File: src/rtl/sram_stream_reader.sv
// rtl/sram_stream_reader.sv - streams a contiguous SRAM block over valid/ready with sop/eop
// A 2-entry skid FIFO hides the 1-cycle SRAM read latency so full throughput is one word per clock.
module sram_stream_reader #(
   parameter int ADDR_W = 11,
   parameter int DATA_W = 32,
   parameter int CNT_W  = 12
) (
   input  logic              clk,
   input  logic              reset_n,
   input  logic              start,
   input  logic [ADDR_W-1:0] base_addr,
   input  logic [CNT_W-1:0]  word_count,
   output logic              busy,
   output logic              done,
   output logic [ADDR_W-1:0] address2,
   output logic              chipselect2,
   output logic              clken2,
   output logic              write2,
   output logic [3:0]        byteenable2,
   output logic [DATA_W-1:0] writedata2,
   input  logic [DATA_W-1:0] readdata2,
   output logic [DATA_W-1:0] out_data,
   output logic              out_valid,
   input  logic              out_ready,
   output logic              out_sop,
   output logic              out_eop
);

   typedef enum logic [1:0] {S_IDLE, S_RUN, S_FLUSH} state_t;

   localparam logic [ADDR_W-1:0] ONE_A = {{(ADDR_W-1){1'b0}}, 1'b1};
   localparam logic [CNT_W-1:0]  ONE_C = {{(CNT_W-1){1'b0}}, 1'b1};

   state_t              state_q, state_d;
   logic [ADDR_W-1:0]   rd_addr_q, rd_addr_d;
   logic [CNT_W-1:0]    issue_left_q, issue_left_d;
   logic [CNT_W-1:0]    accept_left_q, accept_left_d;
   logic [CNT_W-1:0]    total_q, total_d;
   logic                done_q, done_d;
   logic                inflight_q;
   logic [DATA_W-1:0]   fifo_q [2];
   logic                wr_ptr_q, rd_ptr_q;
   logic [1:0]          fifo_count_q;

   logic                issue;
   logic                push;
   logic                pop;
   logic [2:0]          credit_used;

   assign push = inflight_q;
   assign pop  = out_valid & out_ready;

   // A word popped this cycle frees its slot in time for a read issued now.
   assign credit_used = {1'b0, fifo_count_q} + {2'b00, inflight_q} - {2'b00, pop};

   always_comb begin
      state_d       = state_q;
      rd_addr_d     = rd_addr_q;
      issue_left_d  = issue_left_q;
      accept_left_d = accept_left_q;
      total_d       = total_q;
      done_d        = 1'b0;
      issue         = 1'b0;

      if (pop) begin
         accept_left_d = accept_left_q - ONE_C;
      end

      case (state_q)
         S_IDLE: begin
            if (start) begin
               rd_addr_d     = base_addr;
               issue_left_d  = word_count;
               accept_left_d = word_count;
               total_d       = word_count;
               if (word_count == '0) begin
                  done_d = 1'b1;
               end else begin
                  state_d = S_RUN;
               end
            end
         end
         S_RUN: begin
            if (issue_left_q != '0 && credit_used < 3'd2) begin
               issue        = 1'b1;
               rd_addr_d    = rd_addr_q + ONE_A;
               issue_left_d = issue_left_q - ONE_C;
               if (issue_left_q == ONE_C) begin
                  state_d = S_FLUSH;
               end
            end
         end
         S_FLUSH: begin
            if (pop && accept_left_q == ONE_C) begin
               done_d  = 1'b1;
               state_d = S_IDLE;
            end
         end
         default: begin
            state_d = S_IDLE;
         end
      endcase
   end

   always_ff @(posedge clk) begin
      if (!reset_n) begin
         state_q       <= S_IDLE;
         rd_addr_q     <= '0;
         issue_left_q  <= '0;
         accept_left_q <= '0;
         total_q       <= '0;
         done_q        <= 1'b0;
         inflight_q    <= 1'b0;
         wr_ptr_q      <= 1'b0;
         rd_ptr_q      <= 1'b0;
         fifo_count_q  <= 2'd0;
         for (int i = 0; i < 2; i++) begin
            fifo_q[i] <= '0;
         end
      end else begin
         state_q       <= state_d;
         rd_addr_q     <= rd_addr_d;
         issue_left_q  <= issue_left_d;
         accept_left_q <= accept_left_d;
         total_q       <= total_d;
         done_q        <= done_d;
         inflight_q    <= issue;
         if (push) begin
            fifo_q[wr_ptr_q] <= readdata2;
            wr_ptr_q         <= ~wr_ptr_q;
         end
         if (pop) begin
            rd_ptr_q <= ~rd_ptr_q;
         end
         fifo_count_q <= fifo_count_q + {1'b0, push} - {1'b0, pop};
      end
   end

   assign busy        = (state_q != S_IDLE);
   assign done        = done_q;
   assign address2    = rd_addr_q;
   assign chipselect2 = issue;
   assign clken2      = issue;
   assign write2      = 1'b0;
   assign byteenable2 = 4'b1111;
   assign writedata2  = '0;
   assign out_valid   = (fifo_count_q != 2'd0);
   assign out_data    = fifo_q[rd_ptr_q];
   assign out_sop     = out_valid && (accept_left_q == total_q);
   assign out_eop     = out_valid && (accept_left_q == ONE_C);

endmodule

File: config.mk
export PLATFORM = sky130hd
export DESIGN_NAME = sram_stream_reader
export DESIGN_NICKNAME = d
export VERILOG_FILES = /design/src/rtl/sram_stream_reader.sv
export SDC_FILE = /design/constraint.sdc
export NUM_CORES = 1
export LEC_CHECK = 0
export BUFFER_PORTS_ARGS = -buffer_cell sky130_fd_sc_hd__buf_2
export CORE_ASPECT_RATIO = 0.5
export CORE_MARGIN = 2
export CORE_UTILIZATION = 50
export DETAILED_ROUTE_END_ITERATION = 10
export GPL_TIMING_DRIVEN = 0
export PLACE_DENSITY = 0.81
export SETUP_SLACK_MARGIN = 0.05
export SYNTH_ARGS = -nofsm -noshare
export SYNTH_HDL_FRONTEND = slang
export SYNTH_SLANG_ARGS = --single-unit
File: constraint.sdc
create_clock -name clk -period 5.1 [get_ports clk]
set_input_delay 0.765 -clock clk [delete_from_list [all_inputs] [get_ports clk]]
set_output_delay 0.765 -clock clk [all_outputs]
set_load 0.01 [all_outputs]
# Yosys cells after proc, flatten, opt, wreduce, memory -nomap -nowiden
# Memory sizes are Yosys's and may differ from the RTL's. A register that Yosys moved wholly into a read port is not among the register bits.
# Cells that the tools add are included.
dict set report totals {
  reg_bits 55
  mem_bits_rw 64
  output_inout_bits 87
  n_memories 1
}
# name depth word_bits rd rd_ports_with_merged_regs wr line
set memory_table {}
lappend memory_table {fifo_q 2 32 1 1 2 41} ;# logic [DATA_W-1:0] fifo_q [2];
dict set report op_classes {
  add_sub_neg 7
  magnitude_cmp 1
  n_eq_ne 10
  mux 30
  n_bitwise 3
  n_reduce_logical 14
}
# cell count
set op_table {}
lappend op_table {{$mux 12} 5}
lappend op_table {{$mux 32} 1}
lappend op_table {{$reduce_or 32->1} 1}
lappend op_table {{$eq 12x1->1 const B} 2}
lappend op_table {{$pmux 12 s2} 1}
lappend op_table {{$sub 12x1->12 const B} 2}
lappend op_table {{$mux 11} 2}
lappend op_table {{$pmux 11 s2} 1}
lappend op_table {{$mux 1} 13}
lappend op_table {{$eq 12x12->1} 1}
lappend op_table {{$logic_not 12->1} 1}
lappend op_table {{$reduce_bool 12->1} 1}
lappend op_table {{$add 11x1->11 const B} 1}
lappend op_table {{$mux 2} 5}
lappend op_table {{$ne 2x2->1 const B} 5}
lappend op_table {{$pmux 2 s3} 1}
lappend op_table {{$reduce_bool 2->1} 3}
lappend op_table {{$reduce_and 5->1} 1}
lappend op_table {{$logic_and 1x1->1} 4}
lappend op_table {{$add 2x1->3} 1}
lappend op_table {{$lt 3x2->1 const B} 1}
lappend op_table {{$reduce_and 3->1} 1}
lappend op_table {{$sub 3x1->3} 1}
lappend op_table {{$add 2x1->2} 1}
lappend op_table {{8 further kinds} 9}

# Logic depth before layout (Yosys ltp)
# Gate-level depths: netlist of the first run.
dict set report logic_depth {
  ltp_word 7
  ltp_mapped 11
  depth_no_buf 10
}

# Least setup slack after synthesis of the first run
# No wires, ideal clock.
dict set report synth_timing {
  kind {flip-flop to flip-flop}
  start {reg inflight_q}
  end {mem fifo_q[0][0] (enable)}
  setup_ns 0.466
  arrival_ns 2.704
  path_slack_ns 1.930
  stages_incl_launch_ff 3
  period_less_slack_ns 3.170
  cell_sequence {dfxtp_1 > inv_1 > o21ai_0}
}
# item line
set synth_rtl {}
lappend synth_rtl {{start: declaration} 40} ;# logic inflight_q;
lappend synth_rtl {{start signal: assignment} 127} ;# inflight_q <= issue;
lappend synth_rtl {{end: declaration} 41}

# Worst setup path after layout of the first run
dict set report layout_timing {
  start {in out_ready}
  end {out clken2}
}
dict set report layout_between {
  elab_chain_cells 6
}
# item line
set layout_rtl {}
lappend layout_rtl {{start: declaration} 24} ;# input logic out_ready,
lappend layout_rtl {{$and 1x1->1} 51} ;# assign pop = out_valid & out_ready;
lappend layout_rtl {{$sub 3x1->3} 54} ;# assign credit_used = {1'b0, fifo_count_q} + {2'b00, inflight_q} - {2'b00, pop};
lappend layout_rtl {{named net credit_used[1]} 48} ;# logic [2:0] credit_used;
lappend layout_rtl {{$lt 3x2->1} 84} ;# if (issue_left_q != '0 && credit_used < 3'd2) begin
lappend layout_rtl {{$logic_and 1x1->1} 84}
lappend layout_rtl {{$mux 1} 84}
lappend layout_rtl {{$mux 1} 69} ;# case (state_q)
lappend layout_rtl {{end: declaration} 17} ;# output logic clken2,
# The timed path passes the listed nets, and every way through them passes these cells.

==> flow_metrics.env, run 1 <==
export IMPL_p_int_w=0.00223
export IMPL_required_ps=4340
export IMPL_numPlacedInstances=928
export IMPL_gp_congestion=0.900
export IMPL_grt_usage_pct=22.4
export IMPL_crit_chain="buf_2 -> nand3_1 -> o21ai_0 -> ha_1 -> fa_1 -> nand3b_1 -> nor2_1 -> buf_4 -> buf_2"
export IMPL_syn_avg_cell_area_sq_um=10.0
export IMPL_synth_main_ff_cell="edfxtp_1"
export IMPL_regToRegSetupSlack_ps=2400
export IMPL_crit_path_max_incr_delay_ps=480
export IMPL_path_common_cell="buf_2"
export IMPL_final_cell_mix="111 x buf_2, 68 x nand2_1, 67 x and2_1, 64 x edfxtp_1, 56 x dfxtp_1"
export IMPL_powerDensity_mw_per_mm2=416
export IMPL_antenna_found_initial=0
export IMPL_post_route_drc_count=0
export IMPL_synthArstFlopShare_pct=0
export IMPL_drive_above_1_share_pct=30.9
export IMPL_hold_path_depth=2
export IMPL_p_seq_share_pct=37.7
export IMPL_ir_drop_mv=0.215
export IMPL_wire_per_inst_microns=15.4
export IMPL_fillers=945
export IMPL_cp_max_fo=5
export IMPL_clk_latency_ps=410
export IMPL_cp_top_family="simple AND/OR/NAND/NOR gates"
export IMPL_setup_viol=0
export IMPL_cts_resized=0
export IMPL_synth_area_sq_mm=0.00621
export IMPL_switching_power_w=0.000981
export IMPL_maxSlewViolCount=0
export IMPL_cts_hold_buffers=0
export IMPL_min_period_ps=3430
export IMPL_vias=5066
export IMPL_status="finished, final reports clean"
export IMPL_synth_edf_count=64
export IMPL_p_leak_nw=3.24
export IMPL_routed_wl_microns=14800
export IMPL_fp_coreArea_sq_mm=0.0119
export IMPL_grt_pass1_vias=4796
export IMPL_drt_iter0_drc=469
export IMPL_synth_cell_types=60
export IMPL_hold_path_class="reg2reg"
export IMPL_rows=28
export IMPL_timing_rr_start="fifo_count_q[1]"
export IMPL_final_common_cell="buf_2"
export IMPL_synth_seq_cells=120
export IMPL_critPathBufInv=3
export IMPL_start_util_pct=51.9
export IMPL_path_class="in2out"
export IMPL_post_cts_buffers=0
export IMPL_swShare_pct=30.6
export IMPL_crit_slowest_cell="fa_1"
export IMPL_relSlewSlack_pct=44.0
export IMPL_arrival_ps=2670
export IMPL_clock_tree_root_cell="clkbuf_16"
export IMPL_regToRegEndpoint="address2[3]"
export IMPL_cts_buffer_depth=2
export IMPL_area_delta_synth_final_pct=24.4
export IMPL_vias_per_cell=5.28
export IMPL_end_kind="output pin"
export IMPL_cts_inserted_buffers=17
export IMPL_p_comb_share_pct=23.9
export IMPL_grt_max_degree=33
export IMPL_die_h_microns=82.8
export IMPL_finalSetupTns_ps=0
export IMPL_holdPathEnd="total_q[2]"
export IMPL_worst_slew_pin_transition_ps=840
export IMPL_synthCells=619
export IMPL_clkPwrFrac_pct=38.3
export IMPL_io_buffers=108
export IMPL_die_area_sq_mm=0.0134
export IMPL_skew_ps=9.47
export IMPL_drv_cap=0
export IMPL_synth_seq_area_share_pct=49.0
export IMPL_hold_viol_final=0
export IMPL_cts_sinks=120
export IMPL_die_x_microns=162
export IMPL_ys_warn_count=0
export IMPL_yosys_top_cells_area="edfxtp_1 31%, dfxtp_1 18%, and2_1 6.8%"
export IMPL_crit_path_start_kind="input port"
export IMPL_num_io_pins=146
export IMPL_firstDrtPassIters=5
export IMPL_overflow=0
export IMPL_post_layout_nonfiller_instances=960
export IMPL_h_tree_depth=4
export IMPL_cts_tree="built"
export IMPL_yosys_area_top_type="edfxtp_1"
export IMPL_diodes=0
export IMPL_fin_crit_sh_pct=67.3
export IMPL_grt_pass1_wl_microns=23000
export IMPL_fin_nets=849
export IMPL_hold_start="total_q[2]"
export IMPL_ant_nets=0
export IMPL_path_clk_slew_ps=60
export IMPL_r2r_cells=10
export IMPL_synth_top_cell_area_share_pct=31.0
export IMPL_rsz0062_at_grt="false"
export IMPL_fmax_mhz=291
export IMPL_dp_final_hpwl_microns=10300
export IMPL_p_total_w=0.00321
synthesized netlist by cell type, types with 4 or more instances:
library cell	instances
and2_1	67
o21ai_2	5
o21ai_1	7
a21oi_2	7
buf_4	38
xor2_1	9
nand3_1	16
nor4_1	11
mux2_2	33
clkbuf_1	26
nor3_1	14
o32ai_1	4
xnor2_1	16
o21ai_0	9
nand4_1	5
ha_1	7
a21oi_1	45
inv_1	10
o31ai_1	4
edfxtp_1	64
o211ai_1	6
buf_1	4
dfxtp_1	56
nand2_1	68
nor2_1	30
through the flow:
step / util [%] / worst slack, ps / area [sq um] / hold slack, ps
global placement: 59.3 / 714 / 7080 / 457
finish: 64.6 / 1670 / 7720 / 473
global route: 64.6 / 1490 / 7720 / 491
CTS: 64.6 / 1640 / 7720 / 474
floorplan: - / 1930 / 6340 / 448
detailed placement: 59.6 / 1670 / 7120 / 466
metal layers:
layer  track usage (%)  part of all wire, %  wire length [microns]
met1              27.2                   42                   6180
met2              38.6                   48                   7080
met3              5.66                  8.4                   1250
met4              10.3                  2.2                    323
met5                 0                    0                      0
area by class of cell:
type	count	area, sq um	area share, %
Sequential cell	120	3040	39.4
Clock inverter	14	170	2.20
Multi-Input combinational cell	448	2800	36.3
Buffer	76	468	6.06
Tap cell	165	206	2.68
Clock buffer	18	429	5.56
Inverter	10	37.5	0.486
Timing Repair Buffer	109	561	7.26
sequential cells by signal, summed over array words and instances (netlist names), named ones only:
signal         cells
accept_left_q     12
inflight_q         1
total_q           12
fifo_count_q       2
issue_left_q      12
address2          11
wr_ptr_q           1
done               1
fifo_q            64
state_q            2
rd_ptr_q           1
kinds of logic (layout without fill, tap and decap cells):
| kind of cell | Yosys count | in the layout | share of synthesized area, % |
|---|---|---|---|
| adder cells (fa/ha/maj) | 8 | 8 | 1.73 |
| buffers and inverters | 86 | 227 | 8.14 |
| XOR/XNOR | 25 | 25 | 3.53 |
| flip-flops | 120 | 120 | 49.0 |
| AO/OA/AOI/OAI | 105 | 105 | 10.9 |
| other | 2 | 37 | 0.121 |
| AND/OR/NAND/NOR | 240 | 240 | 20.5 |
| multiplexers | 33 | 33 | 5.99 |
worst max-delay path by stage:
stage	depth (start not counted)	slack [ps]	start	endpoint
after floorplan	2	1930	inflight_q	fifo_q[0][0]
after global placement	2	710	inflight_q	fifo_q[0][10]
after detailed placement	10	1670	out_ready	clken2
after CTS	10	1640	out_ready	clken2
after global routing	10	1490	fifo_count_q[1]	clken2
final	9	1670	out_ready	clken2
worst reg2reg max path, stage by stage (launching register included):
cell,delay (ps)
dfxtp_1,290
clkbuf_2,150
nand3_1,150
o21ai_0,120
ha_1,200
fa_1,480
nand3b_1,310
o21ai_2,370
buf_2,310
nand3_1,130
o21ai_1,130
power by group through the flow:
stage / logic (W) / registers, W / clock network (W)
floorplan: 0.000533 / 0.00122 / 0
global placement: 0.000728 / 0.00122 / 0
detailed placement: 0.000752 / 0.00123 / 0
CTS: 0.000761 / 0.00121 / 0.00123
global route: 0.000841 / 0.00122 / 0.00127
finish: 0.000768 / 0.00121 / 0.00123
(Power assumes the default switching activity.)
==> run 2: changes to the inputs <==
- clock period: 5.1 -> 3.3 ns (I/O delays scaled with it)
==> run 2 against run 1 <==
  * Critical endpoint unchanged
  * Largest power group unchanged
  * Register-to-register slack worse by 1800 ps
  * Largest cell class unchanged
  * Combinational power up 56%
  * Clock power grew 54%
  * Global-route usage unchanged
==> flow_metrics.env, run 2 (synthesis results as in run 1) <==
export IMPL_dp_final_hpwl_microns=10300
export IMPL_end_kind="output pin"
export IMPL_fp_coreArea_sq_mm=0.0119
export IMPL_cts_inserted_buffers=17
export IMPL_multi_input_area_sq_mm=0.00281
export IMPL_min_period_ps=2970
export IMPL_antenna_found_initial=0
export IMPL_clk_latency_ps=410
export IMPL_powerDensity_mw_per_mm2=642
export IMPL_diodes=0
export IMPL_ir_drop_mv=0.333
export IMPL_vias_per_cell=5.25
export IMPL_skew_ps=9.47
export IMPL_swShare_pct=30.5
export IMPL_fmax_mhz=337
export IMPL_wire_per_inst_microns=15.4
export IMPL_post_route_drc_count=0
export IMPL_post_place_ws_ps=412
export IMPL_fin_crit_sh_pct=89.9
export IMPL_routed_wl_microns=14800
export IMPL_die_h_microns=82.8
export IMPL_vias=5048
export IMPL_rsz0062_at_grt="false"
export IMPL_area_delta_synth_final_pct=24.6
export IMPL_cts_tree="built"
export IMPL_io_buffers=108
export IMPL_p_comb_share_pct=24.1
export IMPL_crit_slowest_cell="fa_1"
export IMPL_critPathBufInv=3
export IMPL_firstDrtPassIters=5
export IMPL_die_area_sq_mm=0.0134
export IMPL_required_ps=2800
export IMPL_cts_buffer_depth=2
export IMPL_largest_reg_flops=64
export IMPL_relSlewSlack_pct=44.4
export IMPL_switching_power_w=0.00152
export IMPL_drive_above_1_share_pct=31.2
export IMPL_rows=28
export IMPL_status="finished, final reports clean"
export IMPL_clock_tree_root_cell="clkbuf_16"
export IMPL_area_sequential_sq_mm=0.00304
export IMPL_cts_sinks=120
export IMPL_setup_viol=0
export IMPL_overflow=0
export IMPL_ant_nets=0
export IMPL_finalSetupTns_ps=0
export IMPL_finalWorstSetupSlack_ps=333
export IMPL_final_cell_mix="111 x buf_2, 68 x nand2_1, 67 x and2_1, 64 x edfxtp_1, 56 x dfxtp_1"
export IMPL_num_io_pins=146
export IMPL_path_clk_slew_ps=60
export IMPL_hold_path_class="in2reg"
export IMPL_h_tree_depth=4
export IMPL_crit_path_max_incr_delay_ps=480
export IMPL_p_seq_share_pct=37.7
export IMPL_cp_max_fo=7
export IMPL_p_int_w=0.00345
export IMPL_arrival_ps=2470
export IMPL_drv_cap=0
export IMPL_start_util_pct=51.9
export IMPL_maxSlewViolCount=0
export IMPL_cp_top_family="adder cells"
export IMPL_worst_slew_pin_transition_ps=834
export IMPL_clkPwrFrac_pct=38.2
export IMPL_grt_pass1_vias=4796
export IMPL_crit_chain="clkbuf_2 -> nand3_1 -> o21ai_0 -> ha_1 -> fa_1 -> nand3b_1 -> nor2_2 -> buf_4 -> buf_2"
export IMPL_grt_max_degree=33
export IMPL_final_common_cell="buf_2"
export IMPL_grt_pass1_wl_microns=23000
export IMPL_fin_nets=851
export IMPL_hold_viol_final=0
export IMPL_die_x_microns=162
export IMPL_crit_path_start_kind="register"
export IMPL_p_leak_nw=3.25
export IMPL_drt_iter0_drc=481
export IMPL_placed_cell_area_sq_mm=0.00712
export IMPL_fillers=943
export IMPL_fin_area_sq_mm=0.00773
export IMPL_path_class="reg2out"
export IMPL_grt_usage_pct=22.4
export IMPL_top_register="fifo_q"
export IMPL_regToRegSetupSlack_ps=580
export IMPL_gp_congestion=0.900
## run 2: area by class of cell
cell class / instances / share of cell area (%)
Clock buffer: 18 / 5.55
Clock inverter: 14 / 2.20
Timing Repair Buffer: 111 / 7.44
Sequential cell: 120 / 39.3
Buffer: 76 / 6.05
Tap cell: 165 / 2.67
Multi-Input combinational cell: 448 / 36.3
Inverter: 10 / 0.485
## run 2: power groups by stage
stage	registers, W	clock network, W	logic (W)
6_report	0.00187	0.00190	0.00120
5_1_grt	0.00189	0.00197	0.00131
4_1_cts	0.00187	0.00190	0.00118
3_5_place_dp	0.00190	0	0.00116
3_3_place_gp	0.00189	0	0.00113
2_1_floorplan	0.00188	0	0.000823
## run 2: repair_timing
item,in CTS,in global routing
endpoints found under the setup margin,0,2
resized for setup,0,1
hold buffers,0,0
buffers inserted,0,2
## run 2: through the flow
step | hold slack [ps] | total power [W] | util [%] | std cells
5_1_grt | 372 | 0.00517 | 64.7 | 962
4_1_cts | 358 | 0.00494 | 64.6 | 960
3_3_place_gp | 457 | 0.00302 | 59.3 | 927
2_1_floorplan | 448 | 0.00271 | - | 654
3_5_place_dp | 466 | 0.00306 | 59.6 | 928
6_report | 370 | 0.00496 | 64.7 | 962
## run 2: layer usage
metal	part of all wire, %	up-vias	GRT usage (%)
met5	0	-	0
met4	2.1	0	10.3
met3	8.5	28	5.66
li1	-	2427	-
met2	48	243	38.6
met1	42	2350	27.2
## run 2: worst paths after layout
path                         from            end  cells after the start
setup / recovery  fifo_count_q[1]         clken2                      9
hold / removal      readdata2[24]  fifo_q[1][24]                      2
setup reg to reg  fifo_count_q[1]    address2[3]                     11
hold reg to reg        total_q[2]     total_q[2]                      2
